### src/rtl/shared_gate_arbiter.sv
// shared_gate_arbiter
//
// Purpose:
//   Shares one bitwise logic-gate evaluation unit among NREQ requesters.
//   A round-robin arbiter picks one requester whenever the unit is idle. It
//   latches that requester's opcode and operands, models the gate
//   propagation delay as a fixed cycle count, and then returns the result
//   tagged with the requester index.
//
// Parameters:
//   NREQ  - number of requesters (2..8)
//   W     - operand/result width in bits
//   DELAY - evaluation latency in clock cycles (1..255)
//   IDW   - derived requester-index width, clog2(NREQ), minimum 1
//
// Ports:
//   clk       in   rising-edge clock
//   rst_n     in   asynchronous active-low reset
//   req       in   [NREQ]    level request, one bit per requester
//   op        in   [3*NREQ]  opcode, requester i in bits [3i+2:3i]
//   a         in   [W*NREQ]  operand A, requester i in bits [Wi+W-1:Wi]
//   b         in   [W*NREQ]  operand B, same packing (ignored for INV)
//   gnt       out  [NREQ]    one-hot, one-cycle accept pulse
//   busy      out            high while an operation is in evaluation
//   rsp_valid out            one-cycle result strobe
//   rsp_id    out  [IDW]     requester that owns the result
//   rsp_y     out  [W]       result
//   rsp_err   out            reserved-opcode flag, pulses with rsp_valid
//
// Opcodes: 0 AND, 1 NAND, 2 OR, 3 NOR, 4 XOR, 5 XNOR, 6 INV (~a), 7 reserved.

module shared_gate_arbiter #(
  parameter int NREQ  = 4,
  parameter int W     = 8,
  parameter int DELAY = 2,
  localparam int IDW  = (NREQ > 1) ? $clog2(NREQ) : 1
) (
  input  logic                clk,
  input  logic                rst_n,
  input  logic [NREQ-1:0]     req,
  input  logic [3*NREQ-1:0]   op,
  input  logic [W*NREQ-1:0]   a,
  input  logic [W*NREQ-1:0]   b,
  output logic [NREQ-1:0]     gnt,
  output logic                busy,
  output logic                rsp_valid,
  output logic [IDW-1:0]      rsp_id,
  output logic [W-1:0]        rsp_y,
  output logic                rsp_err
);

  // Reject illegal parameterisations at elaboration time.
  if (DELAY < 1 || DELAY > 255) begin : g_bad_delay
    $error("shared_gate_arbiter: DELAY must be in 1..255");
  end
  if (NREQ < 2 || NREQ > 8) begin : g_bad_nreq
    $error("shared_gate_arbiter: NREQ must be in 2..8");
  end

  typedef enum logic [0:0] {
    IDLE = 1'b0,
    EVAL = 1'b1
  } state_t;

  // Opcode encodings
  localparam logic [2:0] OP_AND  = 3'd0;
  localparam logic [2:0] OP_NAND = 3'd1;
  localparam logic [2:0] OP_OR   = 3'd2;
  localparam logic [2:0] OP_NOR  = 3'd3;
  localparam logic [2:0] OP_XOR  = 3'd4;
  localparam logic [2:0] OP_XNOR = 3'd5;
  localparam logic [2:0] OP_INV  = 3'd6;

  // State and datapath registers
  state_t          state_q, state_d;
  logic [7:0]      cnt_q, cnt_d;
  logic [IDW-1:0]  ptr_q, ptr_d;
  logic [IDW-1:0]  id_q, id_d;
  logic [2:0]      op_q, op_d;
  logic [W-1:0]    a_q, a_d;
  logic [W-1:0]    b_q, b_d;

  // Registered outputs
  logic [NREQ-1:0] gnt_q, gnt_d;
  logic            rsp_valid_q, rsp_valid_d;
  logic [IDW-1:0]  rsp_id_q, rsp_id_d;
  logic [W-1:0]    rsp_y_q, rsp_y_d;
  logic            rsp_err_q, rsp_err_d;

  // Unpacked views of the per-requester input buses
  logic [2:0]      op_arr [NREQ];
  logic [W-1:0]    a_arr  [NREQ];
  logic [W-1:0]    b_arr  [NREQ];

  // Arbiter result
  logic            found;
  logic [IDW-1:0]  winner;
  logic [IDW:0]    scan_idx;

  // Gate evaluation result
  logic [W-1:0]    eval_y;
  logic            eval_err;

  always_comb begin
    for (int i = 0; i < NREQ; i++) begin
      op_arr[i] = op[3*i +: 3];
      a_arr[i]  = a[W*i +: W];
      b_arr[i]  = b[W*i +: W];
    end
  end

  // Round-robin scan: start at ptr and wrap modulo NREQ. The wrap is done
  // with a conditional subtract so non-power-of-two NREQ works too.
  always_comb begin
    found    = 1'b0;
    winner   = '0;
    scan_idx = '0;
    for (int k = 0; k < NREQ; k++) begin
      scan_idx = {1'b0, ptr_q} + (IDW+1)'(k);
      if (scan_idx >= (IDW+1)'(NREQ)) begin
        scan_idx = scan_idx - (IDW+1)'(NREQ);
      end
      if (!found && req[scan_idx[IDW-1:0]]) begin
        found  = 1'b1;
        winner = scan_idx[IDW-1:0];
      end
    end
  end

  // The shared gate unit works only on the latched operands, so inputs that
  // change after the grant never reach the result.
  always_comb begin
    eval_y   = '0;
    eval_err = 1'b0;
    case (op_q)
      OP_AND:  eval_y = a_q & b_q;
      OP_NAND: eval_y = ~(a_q & b_q);
      OP_OR:   eval_y = a_q | b_q;
      OP_NOR:  eval_y = ~(a_q | b_q);
      OP_XOR:  eval_y = a_q ^ b_q;
      OP_XNOR: eval_y = ~(a_q ^ b_q);
      OP_INV:  eval_y = ~a_q;
      default: begin
        eval_y   = '0;
        eval_err = 1'b1;
      end
    endcase
  end

  // Next-state logic. gnt, rsp_valid and rsp_err default to 0 so they are
  // single-cycle pulses. rsp_id and rsp_y hold until the next result.
  always_comb begin
    state_d     = state_q;
    cnt_d       = cnt_q;
    ptr_d       = ptr_q;
    id_d        = id_q;
    op_d        = op_q;
    a_d         = a_q;
    b_d         = b_q;
    gnt_d       = '0;
    rsp_valid_d = 1'b0;
    rsp_err_d   = 1'b0;
    rsp_id_d    = rsp_id_q;
    rsp_y_d     = rsp_y_q;

    case (state_q)
      IDLE: begin
        if (found) begin
          state_d       = EVAL;
          cnt_d         = 8'(DELAY - 1);
          id_d          = winner;
          op_d          = op_arr[winner];
          a_d           = a_arr[winner];
          b_d           = b_arr[winner];
          gnt_d[winner] = 1'b1;
          if (winner == IDW'(NREQ - 1)) begin
            ptr_d = '0;
          end else begin
            ptr_d = winner + 1'b1;
          end
        end
      end

      EVAL: begin
        if (cnt_q == 8'd0) begin
          state_d     = IDLE;
          rsp_valid_d = 1'b1;
          rsp_id_d    = id_q;
          rsp_y_d     = eval_y;
          rsp_err_d   = eval_err;
        end else begin
          cnt_d = cnt_q - 8'd1;
        end
      end

      default: begin
        state_d = IDLE;
      end
    endcase
  end

  // All state, including the in-flight operation, is discarded on reset.
  always_ff @(posedge clk or negedge rst_n) begin
    if (!rst_n) begin
      state_q     <= IDLE;
      cnt_q       <= '0;
      ptr_q       <= '0;
      id_q        <= '0;
      op_q        <= '0;
      a_q         <= '0;
      b_q         <= '0;
      gnt_q       <= '0;
      rsp_valid_q <= 1'b0;
      rsp_id_q    <= '0;
      rsp_y_q     <= '0;
      rsp_err_q   <= 1'b0;
    end else begin
      state_q     <= state_d;
      cnt_q       <= cnt_d;
      ptr_q       <= ptr_d;
      id_q        <= id_d;
      op_q        <= op_d;
      a_q         <= a_d;
      b_q         <= b_d;
      gnt_q       <= gnt_d;
      rsp_valid_q <= rsp_valid_d;
      rsp_id_q    <= rsp_id_d;
      rsp_y_q     <= rsp_y_d;
      rsp_err_q   <= rsp_err_d;
    end
  end

  assign gnt       = gnt_q;
  assign busy      = (state_q == EVAL);
  assign rsp_valid = rsp_valid_q;
  assign rsp_id    = rsp_id_q;
  assign rsp_y     = rsp_y_q;
  assign rsp_err   = rsp_err_q;

endmodule

### config.mk
export PLATFORM = sky130hd
export DESIGN_NAME = shared_gate_arbiter
export DESIGN_NICKNAME = d
export VERILOG_FILES = /design/src/rtl/shared_gate_arbiter.sv
export SDC_FILE = /design/constraint.sdc
export NUM_CORES = 1
export LEC_CHECK = 0
export ABC_AREA = 1
export CAP_MARGIN = 20
export CELL_PAD_IN_SITES_DETAIL_PLACEMENT = 1
export CELL_PAD_IN_SITES_GLOBAL_PLACEMENT = 1
export CORE_UTILIZATION = 34
export DETAILED_ROUTE_END_ITERATION = 10
export PLACE_DENSITY = 0.8
export SLEW_MARGIN = 20
export SYNTH_ARGS = -nofsm -noshare
export SYNTH_HDL_FRONTEND = slang
export SYNTH_SLANG_ARGS = --single-unit
### constraint.sdc
create_clock -name clk -period 2.05 [get_ports clk]
set_input_delay 0.205 -clock clk [delete_from_list [all_inputs] [get_ports clk]]
set_output_delay 0.205 -clock clk [all_outputs]
set_load 0.01 [all_outputs]
==> tab_implementation.tex, run 1 <==
\begin{tabular}{lr}
\hline
Metric & Value \\
\hline
\multicolumn{2}{l}{\textbf{Run status}} \\
\quad Status & finished, final reports clean \\
\multicolumn{2}{l}{\textbf{Global routing}} \\
\quad Total routing resource utilization after global routing & 0.206 \\
\quad Largest net degree at the start of global routing & just under 50 \\
\quad First-pass GRT wire length & between 15000 and 20000 microns \\
\quad Number of global-route vias before repair & 4053 \\
\quad Initial antenna violation count & 0 \\
\quad Remaining Overflow, GRT & 0 \\
\multicolumn{2}{l}{\textbf{STA}} \\
\quad Worst Hold Slack & 0.409 ns \\
\quad Time the worst path needs with I/O delays and setup & around 2 ns \\
\quad Total setup violations reported at the end of the flow & 0 \\
\quad Post-Route Skew & 0.00747 ns \\
\quad Transition time at the pin with the least slew margin & 0.385 ns \\
\quad Setup slack after layout & 0.0583 ns \\
\quad Final Cycle Share & 0.972 \\
\quad Achievable Freq & 502 MHz \\
\quad Headroom to the max-slew limit & 0.742 \\
\quad Total count of hold-check failures in the final report & 0 \\
\quad Final number of max-transition violations & 0 \\
\multicolumn{2}{l}{\textbf{Synth}} \\
\quad Post-synthesis sequential area ratio & 0.317 \\
\quad Portion of netlist area occupied by mux cells & 0 \\
\quad Ys Warns & 0 \\
\quad Area share of xor/xnor cells in the synthesized design & 0.0139 \\
\quad Mapped Nets & 677 \\
\quad Cells after Synth & 576 \\
\quad Complex-gate fraction of the synthesized area & 0.0776 \\
\quad Avg Cell Area, Syn & about 6.6 sq um \\
\quad Most used flip-flop cell after synthesis & dfrtp\_1 \\
\quad Main combinational cell family by area after synthesis & simple AND/OR/NAND/NOR gates \\
\quad Number of flops mapped to enable cells by yosys & 0 \\
\quad Combined area of all synthesized cells & around 3800 sq um \\
\quad Post-synthesis share of cell area spent on and, or, nand and nor gates & 0.367 \\
\quad Adder-Cell Fraction of Synth Area & 0.0627 \\
\quad Share of async-settable or async-resettable flops after synthesis & 1.00 \\
\quad Cell variety after synth & 28 \\
\quad Count of state elements after synthesis & 48 \\
\multicolumn{2}{l}{\textbf{Drt}} \\
\quad Drt wl/cell & approximately 15 microns \\
\quad Number of vias in the routed layout & just over 4000 \\
\quad Average vias per placed instance & 5.04 \\
\quad Antenna Violating Nets Remaining & 0 \\
\quad Post-route DRC violation count & 0 \\
\quad First-pass iteration count of the detailed router & 4 \\
\quad Iteration-0 DRC Markers & 202 \\
\quad Total wirelength of the detailed-routed design & between 10000 and 15000 microns \\
\multicolumn{2}{l}{\textbf{Critical path}} \\
\quad Maximum fanout along the worst path & 16 \\
\quad Critical-path cell with the highest stage delay & dfrtp\_2 \\
\quad Worst Setup Start Kind & flop \\
\quad Critical path's largest stage delay & between 0.4 and 0.5 ns \\
\quad Crit. End Element & flop \\
\quad Crit path top cell by count & nand2\_1 \\
\quad Data arrival time of the critical path & approximately 2.2 ns \\
\quad Required time reported for the critical path endpoint & 2.26 ns \\
\quad Critical path cell sequence & buf\_6, nand2\_1, nand2\_1, nand2\_2, nand2\_2, nor2\_4, nand3\_4, nand3\_4, clkbuf\_16, nand2\_1, nand3\_1, nand2\_1, nand2\_1, nand2\_1 \\
\quad Critical Setup Path Class & flop to flop \\
\multicolumn{2}{l}{\textbf{Die}} \\
\quad Die Span Y & 108 microns \\
\quad Placeable Area & roughly 11000 sq um \\
\quad Area enclosed by the die boundary & 11600 sq um \\
\quad Starting density of the core & 0.349 \\
\quad Die Wd & 108 microns \\
\quad I/O pin total & 99 \\
\quad Number of standard-cell rows in the floorplan & 38 \\
\multicolumn{2}{l}{\textbf{Hold path}} \\
\quad Worst min path class & primary input to asynchronous set/reset pin \\
\multicolumn{2}{l}{\textbf{Pwr}} \\
\quad Worst vdd ir & between 0.2 and 0.25 mV \\
\quad Areal power density over the cells & 381 nW/um\^{}2 \\
\quad Leakage & between 2 and 3 nW \\
\multicolumn{2}{l}{\textbf{Clock network}} \\
\quad Clock latency of the later-clocked register in the worst-skew pair & 0.31 ns \\
\quad Buffer cell driving the clock tree root & clkbuf\_8 \\
\quad Clk slew on worst S/H paths & $\sim$0.090 ns \\
\quad Number of buffers on the longest clock path & 2 \\
\quad \# clock sinks & 48 \\
\quad Total CTS buffers & 5 \\
\quad TritonCTS clock tree & done \\
\quad H-tree level count & 2 \\
\multicolumn{2}{l}{\textbf{Finish}} \\
\quad Highest-count cells in the layout ignoring fill and taps & nand2\_1 (169), inv\_1 (111), clkdlybuf4s50\_1 (97), nand3\_1 (46), dfrtp\_1 (46) \\
\quad Fillcell total & 1410 \\
\quad Leading cell type in the layout, fill and taps excluded & nand2\_1 \\
\quad Number of diodes & 0 \\
\quad Ratio of cells with drive above 1 in the final layout & 0.106 \\
\quad Layout area overhead & 41.0\% \\
\quad Post-layout nets & 780 \\
\quad Post-layout instance count excluding filler cells & 820 \\
\multicolumn{2}{l}{\textbf{Placement}} \\
\quad PortBufs & 98 \\
\quad Cell count after placement & between 800 and 900 \\
\quad Routability-driven placement congestion ratio & 0.863 \\
\quad HPWL Detailed & 8760 microns \\
\quad Post-Place Setup Slack & -0.0712 ns \\
\multicolumn{2}{l}{\textbf{Run}} \\
\quad Max-cap violations & 0 \\
\hline
\end{tabular}
==> worst max-delay path: cells and delay by family, from the launching register on <==
kind,cells,cell delay (ns)
buffers and inverters,2,0.34
flip-flops,1,0.47
AND/OR/NAND/NOR,12,1.07
==> cells by family after synthesis <==
group	after synthesis
buffers and inverters	143
xor gates and xnor gates	6
adders and majority gates	19
and+or+nand+nor	311
DFF	48
AOI/OAI and AO/OA	49
==> power breakdown <==
part | internal (mW) | switching, mW
clock | 0.274 | 0.335
sequential | 0.946 | 0
combinational | 0.261 | 0.221
total | 1.48 | 0.556
==> metrics by stage <==
| stage | instance area, sq um | util | TNS [ns] | power [mW] |
|---|---|---|---|---|
| after global routing | 5340 | 0.493 | -0.508 | 2.12 |
| after floorplan | 3790 | - | 0 | 1.15 |
| after global placement | 4970 | 0.458 | 0 | 1.38 |
| after CTS | 5070 | 0.468 | 0 | 1.99 |
| after detailed placement | 4970 | 0.458 | -0.667 | 1.39 |
| final | 5340 | 0.493 | 0 | 2.04 |
==> layer usage <==
metal,vias up,share of wire,wire length (microns),track usage
li1,2040,-,-,-
met1,1987,0.48,5900,0.292
met3,13,0.034,413,0.0218
met4,0,0.011,133,0.0460
met2,94,0.48,5860,0.337
met5,-,0,0,0
==> cells in the mapped netlist, types with 2 or more instances <==
library cell	n	area share
o21ai_0	19	0.025
and3_1	3	0.0050
a21oi_1	7	0.0092
a22o_1	3	0.0069
nand3_1	52	0.069
ha_1	19	0.063
inv_1	113	0.11
nor3_1	10	0.013
nand2_2	3	0.0050
inv_2	2	0.0020
xor2_1	5	0.012
dfrtp_1	48	0.32
nand3_2	4	0.011
buf_2	13	0.017
nand2_1	185	0.18
o22ai_1	13	0.021
o221ai_1	4	0.0092
nor2_1	12	0.012
nand4_1	40	0.066
clkbuf_1	4	0.0040
buf_4	6	0.012
buf_6	5	0.015
==> sequential cells by signal, indices dropped and copies added (netlist names) <==
register / flops
b_q: 8
ptr_q: 2
rsp_id: 2
rsp_err: 1
rsp_valid: 1
cnt_q: 8
gnt: 4
op_q: 3
busy: 1
rsp_y: 8
id_q: 2
a_q: 8
==> area by class of cell <==
| type | instances | area [sq um] | share of cell area |
|---|---|---|---|
| multi-input cells | 385 | 2080 | 0.389 |
| repair buffers | 124 | 1350 | 0.253 |
| flip-flops and latches | 48 | 1200 | 0.225 |
| inverters | 115 | 437 | 0.0818 |
| well taps | 140 | 175 | 0.0328 |
| clock buffers | 6 | 82.6 | 0.0155 |
| clock inverters | 2 | 15.0 | 0.00281 |
==> path summary, 6_finish.rpt <==
kind	startpoint	endpoint	slack, ns	cells after the start
worst min-delay path	rst_n	cnt_q[5]	0.41	3
worst min register to register	rsp_y[3]	rsp_y[3]	0.49	2
min in group clk	rsp_y[3]	rsp_y[3]	0.49	2
worst max register to register	ptr_q[0]	a_q[3]	0.06	14
worst max-delay path	ptr_q[0]	a_q[3]	0.06	14
max in group asynchronous	rst_n	ptr_q[1]	1.40	3
==> timing repair <==
item | CTS | global route
gates resized for setup | 0 | 41
setup endpoints to repair | 0 | 28
setup buffers | 0 | 4
hold buffers | 1 | 0
endpoints found under the hold margin | 48 | 0
(Power assumes the default switching activity.)
==> run 2, diff against run 1 <==
REMOVE_ABC_BUFFERS = 1   (was default)
==> run 2 against run 1 <==
  * Sequential share of layout area rose by 0.19 points
  * Critical path depth did not move
  * Global-route usage barely moved
  * Register-to-register slack improved by 0.04 ns
  * Largest power group unchanged
  * Highest routed layer unchanged
  * Die area did not move
==> tab_implementation.tex, run 2 (synthesized netlist as in run 1, its figures left out) <==
\begin{tabular}{lr}
\hline
Metric & Value \\
\hline
\multicolumn{2}{l}{\textbf{Run status}} \\
\quad Status & finished, final reports clean (unchanged) \\
\multicolumn{2}{l}{\textbf{Pwr}} \\
\quad Areal power density over the cells & 377 nW/um\^{}2 (was 381 nW/um\^{}2) \\
\quad Leakage & 2.72 nW (was 2.71 nW) \\
\quad Worst vdd ir & 0.216 mV (was 0.208 mV) \\
\multicolumn{2}{l}{\textbf{Placement}} \\
\quad HPWL Detailed & 8950 microns (was 8760 microns) \\
\quad PortBufs & 98 (unchanged) \\
\quad DP Area & 5010 sq um (was 4970 sq um) \\
\quad Routability-driven placement congestion ratio & 0.798 (was 0.863) \\
\multicolumn{2}{l}{\textbf{STA}} \\
\quad Unrepaired setup endpoints after global routing & yes \\
\quad Total count of hold-check failures in the final report & 0 (unchanged) \\
\quad Time the worst path needs with I/O delays and setup & 1.95 ns (was 1.99 ns) \\
\quad Worst Hold Slack & 0.396 ns (was 0.409 ns) \\
\quad Total setup violations reported at the end of the flow & 0 (unchanged) \\
\quad Headroom to the max-slew limit & 0.730 (was 0.742) \\
\quad Transition time at the pin with the least slew margin & 0.405 ns (was 0.385 ns) \\
\quad Achievable Freq & 513 MHz (was 502 MHz) \\
\quad Final number of max-transition violations & 0 (unchanged) \\
\quad Final Cycle Share & 0.951 (was 0.972) \\
\quad Post-Route Skew & 0.00407 ns (was 0.00747 ns) \\
\multicolumn{2}{l}{\textbf{Critical path}} \\
\quad Required time reported for the critical path endpoint & 2.24 ns (was 2.26 ns) \\
\quad Cells on worst reg2reg path & 14 (unchanged) \\
\quad Critical Setup Path Class & flop to flop (unchanged) \\
\quad Slack of the worst reg-to-reg path & 0.1 ns (was 0.06 ns) \\
\quad Data arrival time of the critical path & 2.14 ns (was 2.20 ns) \\
\quad R2R Path End & a\_q[7] (was a\_q[3]) \\
\quad Crit. End Element & flop (unchanged) \\
\quad Worst Setup Start Kind & flop (unchanged) \\
\quad Maximum fanout along the worst path & 16 (unchanged) \\
\quad Reg2Reg Launch Point & ptr\_q[0] (unchanged) \\
\multicolumn{2}{l}{\textbf{Die}} \\
\quad Number of standard-cell rows in the floorplan & 38 (unchanged) \\
\quad Starting density of the core & 0.349 (unchanged) \\
\quad Area enclosed by the die boundary & 11600 sq um (unchanged) \\
\quad Die Wd & 108 microns (unchanged) \\
\quad Die Span Y & 108 microns (unchanged) \\
\quad I/O pin total & 99 (unchanged) \\
\quad Placeable Area & 10800 sq um (unchanged) \\
\multicolumn{2}{l}{\textbf{Finish}} \\
\quad Leading cell type in the layout, fill and taps excluded & nand2\_1 (unchanged) \\
\quad Post-layout nets & 787 (was 780) \\
\quad Fillcell total & 1414 (was 1410) \\
\quad Layout area overhead & 39.7\% (was 41.0\%) \\
\quad Number of diodes & 0 (unchanged) \\
\quad Ratio of cells with drive above 1 in the final layout & 0.0975 (was 0.106) \\
\quad Final non-filler cell area & 5290 sq um (was 5340 sq um) \\
\quad Sequential cell area & 1200 sq um (about the same) \\
\quad Share of the core filled with cells & 0.488 (was 0.493) \\
\quad Combined area of the multi-input logic cells & 2040 sq um (was 2080 sq um) \\
\quad Highest-count cells in the layout ignoring fill and taps & nand2\_1 (176), inv\_1 (110), clkdlybuf4s50\_1 (97), nand3\_1 (51), dfrtp\_1 (47) (was nand2\_1 (169), inv\_1 (111), clkdlybuf4s50\_1 (97), nand3\_1 (46), dfrtp\_1 (46)) \\
\multicolumn{2}{l}{\textbf{Global routing}} \\
\quad Number of global-route vias before repair & 4209 (was 4053) \\
\quad Total routing resource utilization after global routing & 0.207 (was 0.206) \\
\quad Initial antenna violation count & 0 (unchanged) \\
\quad First-pass GRT wire length & 19500 microns (was 19100 microns) \\
\quad Remaining Overflow, GRT & 0 (unchanged) \\
\quad Largest net degree at the start of global routing & 33 (was 49) \\
\multicolumn{2}{l}{\textbf{Clock network}} \\
\quad Clock latency of the later-clocked register in the worst-skew pair & 0.30 ns (was 0.31 ns) \\
\quad \# clock sinks & 48 (unchanged) \\
\quad Clk slew on worst S/H paths & 0.09 ns (about the same) \\
\quad Buffer cell driving the clock tree root & clkbuf\_8 (unchanged) \\
\quad TritonCTS clock tree & done (unchanged) \\
\quad Number of buffers on the longest clock path & 2 (unchanged) \\
\quad Total CTS buffers & 5 (unchanged) \\
\quad H-tree level count & 2 (unchanged) \\
\multicolumn{2}{l}{\textbf{Drt}} \\
\quad Average vias per placed instance & 5.01 (was 5.04) \\
\quad Post-route DRC violation count & 0 (unchanged) \\
\quad Total wirelength of the detailed-routed design & 11900 microns (was 12300 microns) \\
\quad Iteration-0 DRC Markers & 96 (was 202) \\
\quad Drt wl/cell & 14.3 microns (was 15.0 microns) \\
\quad Number of vias in the routed layout & 4147 (was 4134) \\
\quad Antenna Violating Nets Remaining & 0 (unchanged) \\
\quad First-pass iteration count of the detailed router & 4 (unchanged) \\
\multicolumn{2}{l}{\textbf{Run}} \\
\quad Max-cap violations & 0 (unchanged) \\
\multicolumn{2}{l}{\textbf{Hold path}} \\
\quad Worst min path class & primary input to asynchronous set/reset pin (unchanged) \\
\hline
\end{tabular}
[run 2: per-stage QoR]
step	std cells	power, mW	TNS, ns	worst slack (ns)
after floorplan	548	1.13	-25.92	-0.921
after global placement	809	1.37	0	0.0524
after detailed placement	809	1.39	-1.17	-0.0983
after CTS	820	1.99	0	0.0112
after global routing	827	2.11	-0.442	-0.0473
final	827	2.00	0	0.0997
[run 2: how the worst max path moves through the flow]
stage | from | to | slack, ns | depth (start not counted)
CTS | ptr_q[0] | a_q[2] | 0.01 | 14
detailed placement | req[0] | a_q[2] | -0.1 | 14
floorplan | ptr_q[0] | ptr_q[0] | -0.92 | 11
finish | ptr_q[0] | a_q[7] | 0.1 | 14
global placement | req[1] | op_q[2] | 0.05 | 14
global route | ptr_q[0] | a_q[2] | -0.05 | 13
[run 2: per-layer routing]
| layer | up-vias | part of all wire | global-route usage |
|---|---|---|---|
| met5 | - | 0 | 0 |
| met4 | 0 | 0.0098 | 0.0401 |
| met3 | 11 | 0.038 | 0.0206 |
| met2 | 109 | 0.50 | 0.362 |
| met1 | 1976 | 0.45 | 0.275 |
| li1 | 2051 | - | - |
[run 2: critical path, cell delays in order (launching register included)]
cell	delay [ns]
dfrtp_2	0.50
buf_6	0.15
nand2_1	0.05
nand2_1	0.08
nand2_1	0.09
nand2_2	0.06
nor2_4	0.15
nand3_4	0.13
nand3_4	0.15
clkbuf_16	0.20
nand2_1	0.06
nand3_1	0.07
nand2_1	0.06
nand2_1	0.05
nand2_1	0.06
[run 2: power breakdown]
part	internal [mW]	leakage, nW	switching [mW]
logic	0.248	2.04	0.207
clock network	0.270	0.0510	0.324
registers	0.946	0.633	0
total	1.46	2.72	0.531
[run 2: final cells by class]
| type | count | share of cell area |
|---|---|---|
| Clock inverter | 2 | 0.00189 |
| Inverter | 115 | 0.0825 |
| Timing Repair Buffer | 130 | 0.253 |
| Tap cell | 140 | 0.0331 |
| Sequential cell | 48 | 0.227 |
| Multi-Input combinational cell | 385 | 0.385 |
| Timing Repair inverter | 1 | 0.000946 |
| Clock buffer | 6 | 0.0156 |
[run 2: repair_timing]
action,4_1_cts,5_1_grt
gates resized for setup,2,24
hold buffers,1,0
buffers inserted,2,4
cloned,0,3
endpoints found under the setup margin,17,22
endpoints found under the hold margin,48,0
pin swaps,0,6
